File: src/rtl/present_dec_if.sv
// Handshake and data bundle between a host and the PRESENT-80 decryption core.
// The host drives start/data_in/key and the core returns dout/busy/done.
interface present_dec_if;
    logic        start;
    logic [0:63] data_in;
    logic [0:79] key;
    logic [0:63] dout;
    logic        busy;
    logic        done;

    modport master (output start, data_in, key, input dout, busy, done);
    modport slave  (input start, data_in, key, output dout, busy, done);
endinterface

File: src/rtl/present_dec_core.sv
// Iterative PRESENT-80 decryption core, one inverse round per clock, MSB-first bit numbering.
// Define PRESENT_DEC_KEYEXP_EN to accept the original key and expand it on chip to K32.
module present_dec_core (
    input  logic         clk,
    input  logic         rst_n,
    present_dec_if.slave bus
);
`ifdef PRESENT_DEC_KEYEXP_EN
    typedef enum logic [1:0] {IDLE = 2'd0, KEXP = 2'd1, ROUND = 2'd2} fsm_e;
`else
    typedef enum logic [1:0] {IDLE = 2'd0, ROUND = 2'd2} fsm_e;
`endif

    fsm_e        fsm_q;
    logic [0:63] state_q;
    logic [0:79] key_q;
    logic [4:0]  cnt_q;
    logic [0:63] dout_q;
    logic        busy_q;
    logic        done_q;
    logic [0:79] round_key_d;
    logic [0:63] round_state_d;
`ifdef PRESENT_DEC_KEYEXP_EN
    logic [0:79] fwd_key_d;
`endif

    function automatic logic [0:3] sbox4(input logic [0:3] x);
        logic [0:3] y;
        case (x)
            4'h0: y = 4'hC;  4'h1: y = 4'h5;  4'h2: y = 4'h6;  4'h3: y = 4'hB;
            4'h4: y = 4'h9;  4'h5: y = 4'h0;  4'h6: y = 4'hA;  4'h7: y = 4'hD;
            4'h8: y = 4'h3;  4'h9: y = 4'hE;  4'hA: y = 4'hF;  4'hB: y = 4'h8;
            4'hC: y = 4'h4;  4'hD: y = 4'h7;  4'hE: y = 4'h1;  4'hF: y = 4'h2;
            default: y = 4'h0;
        endcase
        return y;
    endfunction

    function automatic logic [0:3] inv_sbox4(input logic [0:3] x);
        logic [0:3] y;
        case (x)
            4'h0: y = 4'h5;  4'h1: y = 4'hE;  4'h2: y = 4'hF;  4'h3: y = 4'h8;
            4'h4: y = 4'hC;  4'h5: y = 4'h1;  4'h6: y = 4'h2;  4'h7: y = 4'hD;
            4'h8: y = 4'hB;  4'h9: y = 4'h4;  4'hA: y = 4'h6;  4'hB: y = 4'h3;
            4'hC: y = 4'h0;  4'hD: y = 4'h7;  4'hE: y = 4'h9;  4'hF: y = 4'hA;
            default: y = 4'h0;
        endcase
        return y;
    endfunction

    // Encryption sends bit j to 16*j mod 63, so bit j of the result is picked from there.
    function automatic logic [0:63] inv_player(input logic [0:63] s);
        logic [0:63] r;
        for (int j = 0; j < 63; j++) begin
            r[j] = s[(16 * j) % 63];
        end
        r[63] = s[63];
        return r;
    endfunction

    function automatic logic [0:63] inv_slayer(input logic [0:63] s);
        logic [0:63] r;
        for (int n = 0; n < 16; n++) begin
            r[4*n +: 4] = inv_sbox4(s[4*n +: 4]);
        end
        return r;
    endfunction

    // k19..k15 live at indices 60..64; k79..k76 at indices 0..3.
    function automatic logic [0:79] key_inv(input logic [0:79] k, input logic [4:0] i);
        logic [0:79] t;
        t        = k;
        t[60:64] = t[60:64] ^ i;
        t[0:3]   = inv_sbox4(t[0:3]);
        return {t[19:79], t[0:18]};
    endfunction

`ifdef PRESENT_DEC_KEYEXP_EN
    function automatic logic [0:79] key_fwd(input logic [0:79] k, input logic [4:0] i);
        logic [0:79] t;
        t        = {k[61:79], k[0:60]};
        t[0:3]   = sbox4(t[0:3]);
        t[60:64] = t[60:64] ^ i;
        return t;
    endfunction
`endif

    // Round datapath: previous round key and the state after one inverse round.
    always_comb begin
        round_key_d   = key_inv(key_q, cnt_q);
        round_state_d = inv_slayer(inv_player(state_q)) ^ round_key_d[0:63];
`ifdef PRESENT_DEC_KEYEXP_EN
        fwd_key_d     = key_fwd(key_q, cnt_q);
`endif
    end

    // Control FSM with all state and outputs registered.
    always_ff @(posedge clk) begin
        if (!rst_n) begin
            fsm_q   <= IDLE;
            state_q <= 64'h0;
            key_q   <= 80'h0;
            cnt_q   <= 5'd0;
            dout_q  <= 64'h0;
            busy_q  <= 1'b0;
            done_q  <= 1'b0;
        end else begin
            done_q <= 1'b0;
            case (fsm_q)
                IDLE: begin
                    if (bus.start) begin
                        busy_q <= 1'b1;
                        key_q  <= bus.key;
`ifdef PRESENT_DEC_KEYEXP_EN
                        state_q <= bus.data_in;
                        cnt_q   <= 5'd1;
                        fsm_q   <= KEXP;
`else
                        state_q <= bus.data_in ^ bus.key[0:63];
                        cnt_q   <= 5'd31;
                        fsm_q   <= ROUND;
`endif
                    end
                end
`ifdef PRESENT_DEC_KEYEXP_EN
                KEXP: begin
                    key_q <= fwd_key_d;
                    if (cnt_q == 5'd31) begin
                        state_q <= state_q ^ fwd_key_d[0:63];
                        cnt_q   <= 5'd31;
                        fsm_q   <= ROUND;
                    end else begin
                        cnt_q <= cnt_q + 5'd1;
                    end
                end
`endif
                ROUND: begin
                    state_q <= round_state_d;
                    key_q   <= round_key_d;
                    cnt_q   <= cnt_q - 5'd1;
                    if (cnt_q == 5'd1) begin
                        dout_q <= round_state_d;
                        done_q <= 1'b1;
                        busy_q <= 1'b0;
                        fsm_q  <= IDLE;
                    end
                end
                default: begin
                    fsm_q  <= IDLE;
                    busy_q <= 1'b0;
                end
            endcase
        end
    end

    assign bus.dout = dout_q;
    assign bus.busy = busy_q;
    assign bus.done = done_q;
endmodule

File: src/flat_wrapper.sv
// flat-port wrapper written by rule: the top's interface ports become plain ports
module present_dec_core_flat 
  (clk, rst_n, bus_start, bus_data_in, bus_key, bus_dout, bus_busy, bus_done);
  present_dec_if bus_i ();
  input  logic clk;
  input  logic rst_n;
  input wire logic [$bits(bus_i.start)-1:0] bus_start;
  input wire logic [$bits(bus_i.data_in)-1:0] bus_data_in;
  input wire logic [$bits(bus_i.key)-1:0] bus_key;
  output wire logic [$bits(bus_i.dout)-1:0] bus_dout;
  output wire logic [$bits(bus_i.busy)-1:0] bus_busy;
  output wire logic [$bits(bus_i.done)-1:0] bus_done;
  assign bus_i.start = bus_start;
  assign bus_i.data_in = bus_data_in;
  assign bus_i.key = bus_key;
  assign bus_dout = bus_i.dout;
  assign bus_busy = bus_i.busy;
  assign bus_done = bus_i.done;
  present_dec_core u_core (.clk(clk), .rst_n(rst_n), .bus(bus_i));
endmodule
File: config.mk
export PLATFORM = sky130hd
export DESIGN_NAME = present_dec_core_flat
export DESIGN_NICKNAME = d
export VERILOG_FILES = /design/src/rtl/present_dec_if.sv /design/src/rtl/present_dec_core.sv /design/src/flat_wrapper.sv
export SDC_FILE = /design/constraint.sdc
export NUM_CORES = 1
export LEC_CHECK = 0
export BUFFER_PORTS_ARGS = -buffer_cell sky130_fd_sc_hd__buf_2
export CORE_MARGIN = 4
export CORE_UTILIZATION = 35
export DETAILED_ROUTE_END_ITERATION = 7
export GPL_TIMING_DRIVEN = 0
export PLACE_DENSITY = 0.52
export SYNTH_ARGS = -nofsm -noshare
export SYNTH_HDL_FRONTEND = slang
export SYNTH_SLANG_ARGS = --single-unit
File: constraint.sdc
create_clock -name clk -period 2.4 [get_ports clk]
set_input_delay 0.24 -clock clk [delete_from_list [all_inputs] [get_ports clk]]
set_output_delay 0.24 -clock clk [all_outputs]
set_load 0.005 [all_outputs]
## Word level (Yosys, flattened, before mapping)

Memory sizes are Yosys's and may differ from the RTL's. A register that Yosys moved wholly into a read port is not among the register bits.
Cells that the tools add are included.

| word-level totals | value |
|---|---|
| bits in registers | 217 |
| bits in read-only memories | 1,088 |
| bits of input ports | 147 |
| memories kept | 17 |

Memories:

| name | depth | bits a word | read ports | clocked after Yosys merged registers in | write ports | line | source |
|---|---|---|---|---|---|---|---|
| (no name shown) | 16 | 4 | 1 | 1 | 0 | present_dec_core.sv:41 | `case (x)` |
| (no name shown) | 16 | 4 | 1 | 1 | 0 | present_dec_core.sv:41 |  |
| (no name shown) | 16 | 4 | 1 | 1 | 0 | present_dec_core.sv:41 |  |
| (no name shown) | 16 | 4 | 1 | 1 | 0 | present_dec_core.sv:41 |  |
| (no name shown) | 16 | 4 | 1 | 1 | 0 | present_dec_core.sv:41 |  |
| (no name shown) | 16 | 4 | 1 | 1 | 0 | present_dec_core.sv:41 |  |
| 11 more memories | n/a | n/a | n/a | n/a | n/a | n/a |  |

| cells by class | value |
|---|---|
| $add $sub $neg | 1 |
| eq/ne operators | 4 |
| multiplexer cells | 47 |
| bitwise operators | 3 |
| reductions and logical operators | 6 |

Operator list:

| kind | number |
|---|---|
| $pmux 80 s2 | 1 |
| $mux 4 | 34 |
| $pmux 64 s2 | 1 |
| $xor 64x64->64 | 2 |
| $mux 80 | 1 |
| $mux 64 | 1 |
| $pmux 5 s2 | 1 |
| $reduce_and 2->1 | 4 |
| $eq 5x1->1 const B | 1 |
| $mux 5 | 1 |
| $sub 5x1->5 const B | 1 |
| $xor 5x5->5 | 1 |
| $mux 2 | 2 |
| $pmux 2 s2 | 1 |
| $mux 1 | 3 |
| $eq 2x2->1 const B | 1 |
| $logic_not 2->1 | 1 |
| $ne 2x1->1 const B | 1 |
| $ne 2x2->1 const B | 1 |
| $pmux 1 s2 | 1 |
| $reduce_bool 2->1 | 1 |

## Logic depth before layout (Yosys ltp)

Gate-level depths: netlist of run 1.

| logic depth | value |
|---|---|
| word-level depth | 5 |
| mapped depth | 12 |
| depth with buffers taken out | 9 |

## Worst setup path after synthesis of run 1

No wires, ideal clock.

| path | value |
|---|---|
| kind | flip-flop to flip-flop |
| start | register u_core.fsm_q[1] |
| end | register with a tool-made name |
| setup time | 116 ps |
| arrival time | 2,482 ps |
| required time | 2,284 ps |
| setup slack | -198 ps |
| stages on the path, launching flop included | 10 |
| buffers on the path | 2 |
| cell sequence | dfxtp_1 nand2b_1 buf_4 buf_2 o21ai_0 a211oi_1 inv_1 ha_1 mux2_2 o211a_1 |

RTL lines:

| what | line | source |
|---|---|---|
| start: declaration | present_dec_core.sv:14 | `fsm_e fsm_q;` |
| start signal: assignment | present_dec_core.sv:100 | `fsm_q <= IDLE;` |
| start signal: assignment | present_dec_core.sv:121 | `fsm_q <= ROUND;` |
| start signal: assignment | present_dec_core.sv:145 | `fsm_q <= IDLE;` |

==> results of run 1 <==
==> worst min-delay path by stage <==
stage / start / to / slack (ns) / cells after the start
2_1_floorplan: u_core.round_key_d[64]$_DFF_P_ / u_core.key_q[64]$_SDFFE_PN0N_ / 0.44 / 2
3_3_place_gp: u_core.key_q[16]$_SDFFE_PN0N_ / u_core.key_q[77]$_SDFFE_PN0N_ / 0.47 / 2
3_5_place_dp: u_core.key_q[16]$_SDFFE_PN0N_ / u_core.key_q[77]$_SDFFE_PN0N_ / 0.48 / 2
4_1_cts: bus_key[6] / u_core.key_q[73]$_SDFFE_PN0N_ / 0.07 / 5
5_1_grt: bus_key[1] / u_core.key_q[78]$_SDFFE_PN0N_ / 0.11 / 5
6_report: bus_key[6] / u_core.key_q[73]$_SDFFE_PN0N_ / 0.08 / 5
==> layout make-up <==
type | instances | area share
sequential | 283 | 0.293
buffer | 93 | 0.0337
multi-input combinational | 1149 | 0.483
timing repair buffer | 249 | 0.0733
clock inverter | 11 | 0.00731
tap | 585 | 0.0379
inverter | 103 | 0.0200
antenna | 1 | 0.000129
clock buffer | 49 | 0.0511
==> kinds of logic (layout without fill, tap and decap cells) <==
kind of cell	Yosys count	count (layout)	share of synthesized area
compound gates	329	329	0.158
xor+xnor	149	149	0.0842
fa+ha+maj	104	104	0.0840
buf+inv	205	505	0.0561
flops	283	283	0.366
mux	241	241	0.160
other cells	0	1	0
simple gates	326	326	0.0914
==> synthesized netlist by cell type (7+ instances only) <==
cell      number  area, um^2
a21oi_1       63         315
ha_1         104        1300
a211o_1       18         158
buf_2         35         175
buf_1         18        67.6
a211oi_4      10         200
nor2_1       188         706
inv_1        100         375
xnor2_1       96         841
nor2b_1        8        50.1
dfxtp_1      283        5670
nor3_1        42         210
mux2i_1      205        2050
o21ai_0       50         250
nand2_1       40         150
clkbuf_1      35         131
xor2_1        53         464
o22a_1        10        87.6
o21ai_1        7        35.0
a211oi_1     112         841
and2_1        33         206
mux2_2        34         383
buf_4         13        97.6
o211a_1       36         360
==> layer usage <==
layer	global-route usage	wire length [um]
met5	0	0
met4	0.0792	2260
met3	0.0427	4620
met2	0.415	28600
met1	0.342	27100
==> repair_timing <==
action                     4_1_cts  5_1_grt
cloned                           1        0
pin swaps                       12       13
gates resized for setup        114       44
hold endpoints to repair         0        0
setup endpoints to repair      193       58
setup buffers                   21       15
==> tightest hold or removal path: cells and delay by family <==
family	cells	cell delay, ns
and+or+nand+nor	2	0.15
AOI/OAI and AO/OA	1	0.05
muxes	1	0.06
buffers and inverters	1	0.09
==> power groups by stage <==
| stage | Combinational [W] | Sequential [W] | Clock [W] |
|---|---|---|---|
| 2_1_floorplan | 0.00312 | 0.00583 | 0 |
| 3_3_place_gp | 0.00450 | 0.00599 | 0 |
| 3_5_place_dp | 0.00457 | 0.00600 | 0 |
| 4_1_cts | 0.00488 | 0.00590 | 0.00538 |
| 5_1_grt | 0.00547 | 0.00596 | 0.00557 |
| 6_report | 0.00511 | 0.00591 | 0.00535 |
==> stage by stage <==
stage / setup slack (ns) / cells
after floorplan: -0.0193 / 1637
after global placement: -1.21 / 2434
after detailed placement: -1.24 / 2434
after CTS: -0.00568 / 2509
after global routing: -0.0101 / 2522
final: 0.00931 / 2523
==> summary.md, run 1 <==
| Metric | Value |
|---|---|
| Status | `complete, no violations` |
| CTS tree | `done` |
| Synth Flop Type | `dfxtp_1` |
| Post-detail-place hpwl | `48500 um` |
| Num CTS Buffers | `34` |
| Startpoint Class | `flip-flop` |
| Yosys warns | `0` |
| Vias | `13.2k` |
| Critical path peak fanout | `11` |
| Clock sinks | `283` |
| GR Overflow Total | `0` |
| Skew-Pair Late Insertion Delay | `0.54 ns` |
| Slowest CP cell | `dfxtp_4` |
| Worst EP arrival | `2.82 ns` |
| Root buf cell | `clkbuf_16` |
| # hold bufs at CTS | `0` |
| Unique masters post-synth | `42` |
| Initial antenna violation count | `1` |
| DP Area | `0.0173 mm^2` |
| Clock transition at path regs | `around 0.06 ns` |
| Routability cong. | `around 0.93` |
| Post-route clock period utilization | `0.996` |
| Final core occ | `0.445` |
| WS Path Type | `flip-flop to flip-flop` |
| Total Routed Length | `between 60000 and 70000 um` |
| Mapped cell area | `roughly 0.015 mm^2` |
| Critical R2R Launch | `u_core.fsm_q[1]$_SDFFE_PN0P_` |
| Combinational share of power | `0.312` |
| Worst hold path type | `primary input to flip-flop` |
| Vias per cell | `5.25` |
| Vias in the first global route | `12.9k` |
| R2R setup slack | `0.009 ns` |
| Register area | `0.00567 mm^2` |
| Clock Skew | `around 0.019 ns` |
| Final setup viols | `0` |
| Core footprint | `0.0435 mm^2` |
| Worst path top cell family by delay | `buffers and inverters` |
| VDD IR max | `0.441 mV` |
| Synth Instances | `1637` |
| Bufs and invs on worst path | `4` |
| Largest net degree at the start of global routing | `20` |
| Final Critical Period | `2.39 ns` |
| Hold Fails Final Rpt | `0` |
| CTS max path bufs | `3` |
| Sequential share of the synthesized area | `0.366` |
| Slew margin rel. | `0.331` |
| Power per cell area | `846 mW/mm^2` |
| Worst hold margin | `between 0.08 and 0.09 ns` |
| Share of layout cells above drive strength 1 | `0.253` |
| Global-route wire length before repair | `slightly below 90000 um` |
| Total global-route track usage | `0.253` |
| Max-slew violations | `0` |
| Average cell area after synthesis | `9.46 um^2` |
| TNS Setup | `0 ns` |
| Post-synth EDFFs | `0` |
| Fillers | `about 4.4k` |
| Synth async-reset ratio | `0` |
| # rows | `76` |
| Leading cell types in the layout, fill and taps excluded | `dfxtp_1 (282), buf_2 (229), mux2i_1 (204), nor2_1 (187), a211oi_1 (102)` |
| Psw | `around 0.0056 W` |
| WL/cell | `around 25 um` |
| Synth-to-layout area growth | `24.8%` |
| Net Sw Frac | `0.340` |
| Final layout net count | `2164` |
| Internal | `0.0108 W` |
| Port Buffer Count | `212` |
| Clock power share | `0.327` |
| Num ports | `213` |
| Drc violations | `0` |
| Final instance area | `about 0.019 mm^2` |
| Initial DRC count | `1090` |
| Post-Syn Nets | `1888` |
| CP endpoint kind | `flip-flop` |
| Peak Freq | `418 MHz` |
| Initial Util | `0.356` |
| Width of the chip | `between 200 and 250 um` |
| Chip height | `218 um` |
| Unrepaired setup endpoints after global routing | `yes` |
| Router iterations before antenna repair | `5` |
| Tot Pwr | `about 0.016 W` |
| Delay of the slowest critical-path stage | `0.42 ns` |
| #FFs+latches synth | `283` |
| H-tree lvl count | `2` |
| Setup crit start | `u_core.fsm_q[1]$_SDFFE_PN0P_` |
| Most common cell after layout, fill and taps aside | `dfxtp_1` |
| Leakage | `8.78 nW` |
| Actual slew at the worst max-slew pin | `roughly 1.0 ns` |
| # Max-Cap Violations | `0` |
| Multi-input gate area | `a little over 0.009 mm^2` |
| Antenna-violating nets left | `0` |
| Sequential power share | `0.361` |
| Worst-path cell chain | `buf_8, buf_12, buf_6, nor3_1, a211oi_2, inv_2, ha_4, xnor2_1, mux2_2` |
| Area of the die | `0.0477 mm^2` |
| WP depth | `9` |
| Worst Reg-to-Reg Cells | `9` |
| Req. time, crit path | `2.83 ns` |
Power figures use the tool's default switching activity.
==> run 2: changes to the inputs <==
- ABC_AREA: not set -> 1
- PLACE_DENSITY: 0.52 -> not set
- PLACE_DENSITY_LB_ADDON: not set -> 0.05
==> run 2 against run 1 <==
Worst setup slack improved by 0.055 ns. Wire length increased by 13%. Register-to-register slack improved by 0.05 ns. Synthesized cell count up 54%.
==> summary.md, run 2 <==
| Metric | Value |
|---|---|
| Routability cong. | `0.969 (+3.7%)` |
| Vias in the first global route | `15.0k (+16%)` |
| Worst Reg-to-Reg Cells | `8 (-1)` |
| Initial Util | `0.356 (about the same)` |
| #FFs+latches synth | `283 (unchanged)` |
| Global-route wire length before repair | `100000 um (+14%)` |
| Cell type with the highest aggregate area in the netlist | `dfxtp_1` |
| FF-to-FF End | `u_core.key_q[53]$_SDFFE_PN0N_` |
| Clock sinks | `283 (unchanged)` |
| Share of layout cells above drive strength 1 | `0.161 (-0.0923)` |
| Synth async-reset ratio | `0 (unchanged)` |
| Total length of routed met2 wires | `32100 um (+12%)` |
| Largest net degree at the start of global routing | `20 (unchanged)` |
| Tot Pwr | `0.0154 W (-6.2%)` |
| Post-Route M1 WL | `32100 um (+18%)` |
| Bufs and invs on worst path | `5 (+1)` |
| Worst path top cell family by delay | `buffers and inverters` |
| Post-route clock period utilization | `0.973 (-0.0228)` |
| CP endpoint kind | `flip-flop` |
| Core footprint | `0.0458 mm^2 (+5.3%)` |
| Post-synthesis simple-gate area fraction | `0.326 (+0.235)` |
| Final worst-path setup slack | `0.0640 ns (+0.0547 ns)` |
| Final layout net count | `3019 (+40%)` |
| Antenna-violating nets left | `0 (unchanged)` |
| Clock Skew | `0.0212 ns (+0.00237 ns)` |
| CTS tree | `done` |
| Largest family of logic cells by synthesized area | `simple AND/OR/NAND/NOR gates` |
| Synth top area share | `0.347 (-0.0184)` |
| Xor/xnor share of the synthesized area | `0.0204 (-0.0638)` |
| Post-Syn Nets | `2764 (+46%)` |
| H-tree lvl count | `2 (unchanged)` |
| WP depth | `8 (-1)` |
| Initial antenna violation count | `2 (+1)` |
| Num CTS Buffers | `36 (+5.9%)` |
| Total global-route track usage | `0.274 (+0.0201)` |
| # Max-Cap Violations | `0 (unchanged)` |
| Mux share of post-synthesis cell area | `0 (-0.160)` |
| Vias per cell | `4.90 (-6.7%)` |
| CTS max path bufs | `3 (unchanged)` |
| Diodes inserted | `0 (-1)` |
| Average cell area after synthesis | `6.49 um^2 (-31%)` |
| Critical Path End | `u_core.key_q[53]$_SDFFE_PN0N_` |
| Most common cell after layout, fill and taps aside | `nand2_1` |
| Status | `complete, no violations` |
| Compound-Gate Fraction of Synth Area | `0.0925 (-0.0659)` |
| Mapped cell area | `0.0163 mm^2 (+5.3%)` |
| Router iterations before antenna repair | `8 (+3)` |
| Critical path peak fanout | `10 (-1)` |
| Clock transition at path regs | `0.07 ns (about the same)` |
| Max-slew violations | `0 (unchanged)` |
| Sequential share of the synthesized area | `0.347 (-0.0184)` |
| Port Buffer Count | `211 (-0.47%)` |
| Chip height | `224 um (+2.5%)` |
| Final Critical Period | `2.34 ns (-0.0547 ns)` |
| Leakage | `11.1 nW (+27%)` |
| Post-Synth Adder-Cell Area | `0.0798 (-0.00423)` |
| Power per cell area | `781 mW/mm^2 (-7.7%)` |
| Worst EP arrival | `2.78 ns (-0.04 ns)` |
| Worst hold margin | `0.0172 ns (-0.0658 ns)` |
| Area of the die | `0.0501 mm^2 (+5.1%)` |
| Post-detail-place hpwl | `55600 um (+15%)` |
| Actual slew at the worst max-slew pin | `0.868 ns (-0.136 ns)` |
| Highest routed layer | `met5` |
| Worst-path cell chain | `buf_6, inv_2, nand2_1, buf_2, clkbuf_4, o22ai_1, o21ai_0, inv_1` |
| Worst slack, placed | `-0.698 ns (+0.541 ns)` |
| Vias | `16.6k (+26%)` |
| R2R setup slack | `0.06 ns (+0.05 ns)` |
| Delay of the slowest critical-path stage | `0.39 ns (-0.03 ns)` |
| Final setup viols | `0 (unchanged)` |
| Hold Fails Final Rpt | `0 (unchanged)` |
| Wire length on met3 | `4830 um (+4.6%)` |
| Peak Freq | `428 MHz (+2.3%)` |
| Skew-Pair Late Insertion Delay | `0.56 ns (+0.02 ns)` |
| Num ports | `213 (unchanged)` |
| Synth Flop Type | `dfxtp_1` |
| WS Path Type | `flip-flop to flip-flop` |
| Unrepaired setup endpoints after global routing | `yes` |
| WL/cell | `20.9 um (-16%)` |
| Root buf cell | `clkbuf_16` |
| Setup crit start | `u_core.fsm_q[1]$_SDFFE_PN0P_` |
| # rows | `78 (+2.6%)` |
| Commonest cells in the netlist | `nand2_1 (912), inv_1 (407), dfxtp_1 (283)` |
| Total Routed Length | `71000 um (+13%)` |
| Most common cell in the netlist | `nand2_1` |
| Drc violations | `0 (unchanged)` |
| Critical R2R Launch | `u_core.fsm_q[1]$_SDFFE_PN0P_` |
| Worst hold path type | `primary input to flip-flop` |
| VDD IR max | `0.376 mV (-15%)` |
| Post-synth EDFFs | `0 (unchanged)` |
| Top cells by area, synth | `dfxtp_1 (35%), nand2_1 (21%), inv_1 (9.4%)` |
| Req. time, crit path | `2.84 ns (about the same)` |
| GR Overflow Total | `0 (unchanged)` |
| Leading cell types in the layout, fill and taps excluded | `nand2_1 (894), inv_1 (407), dfxtp_1 (282), buf_2 (237), nand3_1 (230)` |
| Yosys warns | `0 (unchanged)` |
| Startpoint Class | `flip-flop` |
| Initial DRC count | `1473 (+35%)` |
| Synth-to-layout area growth | `20.5%` |
| Synth Instances | `2513 (+54%)` |
| Width of the chip | `224 um (+2.5%)` |
| Slowest CP cell | `dfxtp_2` |
| Slew margin rel. | `0.421 (+0.0906)` |
| Unique masters post-synth | `34 (-19%)` |
==> run 2: cell types whose count changed in the layout (fill, tap and decap cells not counted), sizes merged, moves of 73 or more <==
cell,previous run,this run
nand2,40,932
inv,102,451
nand3,0,235
mux2i,205,0
a211oi,127,1
o21ai,57,130
==> run 2: final cells by class <==
cell class | instances | area, um^2
fill | 4942 | 26100
multi-input combinational | 1691 | 8620
sequential | 283 | 5670
inverter | 449 | 1690
timing repair buffer | 222 | 1150
clock buffer | 50 | 1050
tap | 600 | 751
buffer | 85 | 553
clock inverter | 14 | 181
==> run 2: cell families (layout without fill, tap and decap cells) <==
family,after synthesis,in the layout
fa+ha+maj,104,104
simple gates,1317,1317
xor+xnor,38,38
buf+inv,539,820
flops,283,283
compound gates,232,232
==> run 2: per-stage QoR <==
stage          setup TNS [ns]   util  cells  cell area (um^2)
6_report                    0  0.430   3394             19700
5_1_grt                -0.135  0.430   3394             19700
2_1_floorplan               0      -   2513             16300
3_5_place_dp           -49.47  0.396   3324             18100
3_3_place_gp           -52.69  0.396   3324             18100
4_1_cts                     0  0.426   3394             19500
==> run 2: tightest hold or removal path: cells and delay by family <==
kind          cells  cell delay (ns)
simple gates      3             0.16
buf+inv           2             0.15
==> run 2: worst min path at each step <==
stage / start / endpoint / slack [ns] / cells after the start
3_3_place_gp: u_core.bus.dout[32]$_SDFFE_PN0P_ / u_core.bus.dout[32]$_SDFFE_PN0P_ / 0.46 / 2
3_5_place_dp: u_core.bus.dout[39]$_SDFFE_PN0P_ / u_core.bus.dout[39]$_SDFFE_PN0P_ / 0.47 / 2
4_1_cts: bus_key[4] / u_core.key_q[75]$_SDFFE_PN0N_ / 0.001 / 5
2_1_floorplan: bus_key[72] / u_core.key_q[7]$_SDFFE_PN0N_ / 0.43 / 4
5_1_grt: bus_key[1] / u_core.key_q[78]$_SDFFE_PN0N_ / 0.04 / 5
6_report: bus_key[4] / u_core.key_q[75]$_SDFFE_PN0N_ / 0.02 / 5
==> run 2: power breakdown <==
part | leakage, nW | switching, W | internal [W]
Sequential | 2.34 | 0.000362 | 0.00526
Combinational | 8.17 | 0.00272 | 0.00123
Clock | 0.616 | 0.00227 | 0.00351
==> run 2: what timing repair did <==
| item | in CTS | in global routing |
|---|---|---|
| setup endpoints to repair | 133 | 69 |
| buffers inserted | 2 | 3 |
| resized for setup | 28 | 45 |
| endpoints found under the hold margin | 6 | 0 |
| hold buffers | 6 | 0 |
| pin swaps | 1 | 3 |
==> run 2: metal layers <==
metal	up-vias	GRT usage
met5	-	0
met4	2	0.0774
met3	85	0.0338
met2	617	0.443
met1	7736	0.385
li1	8192	-
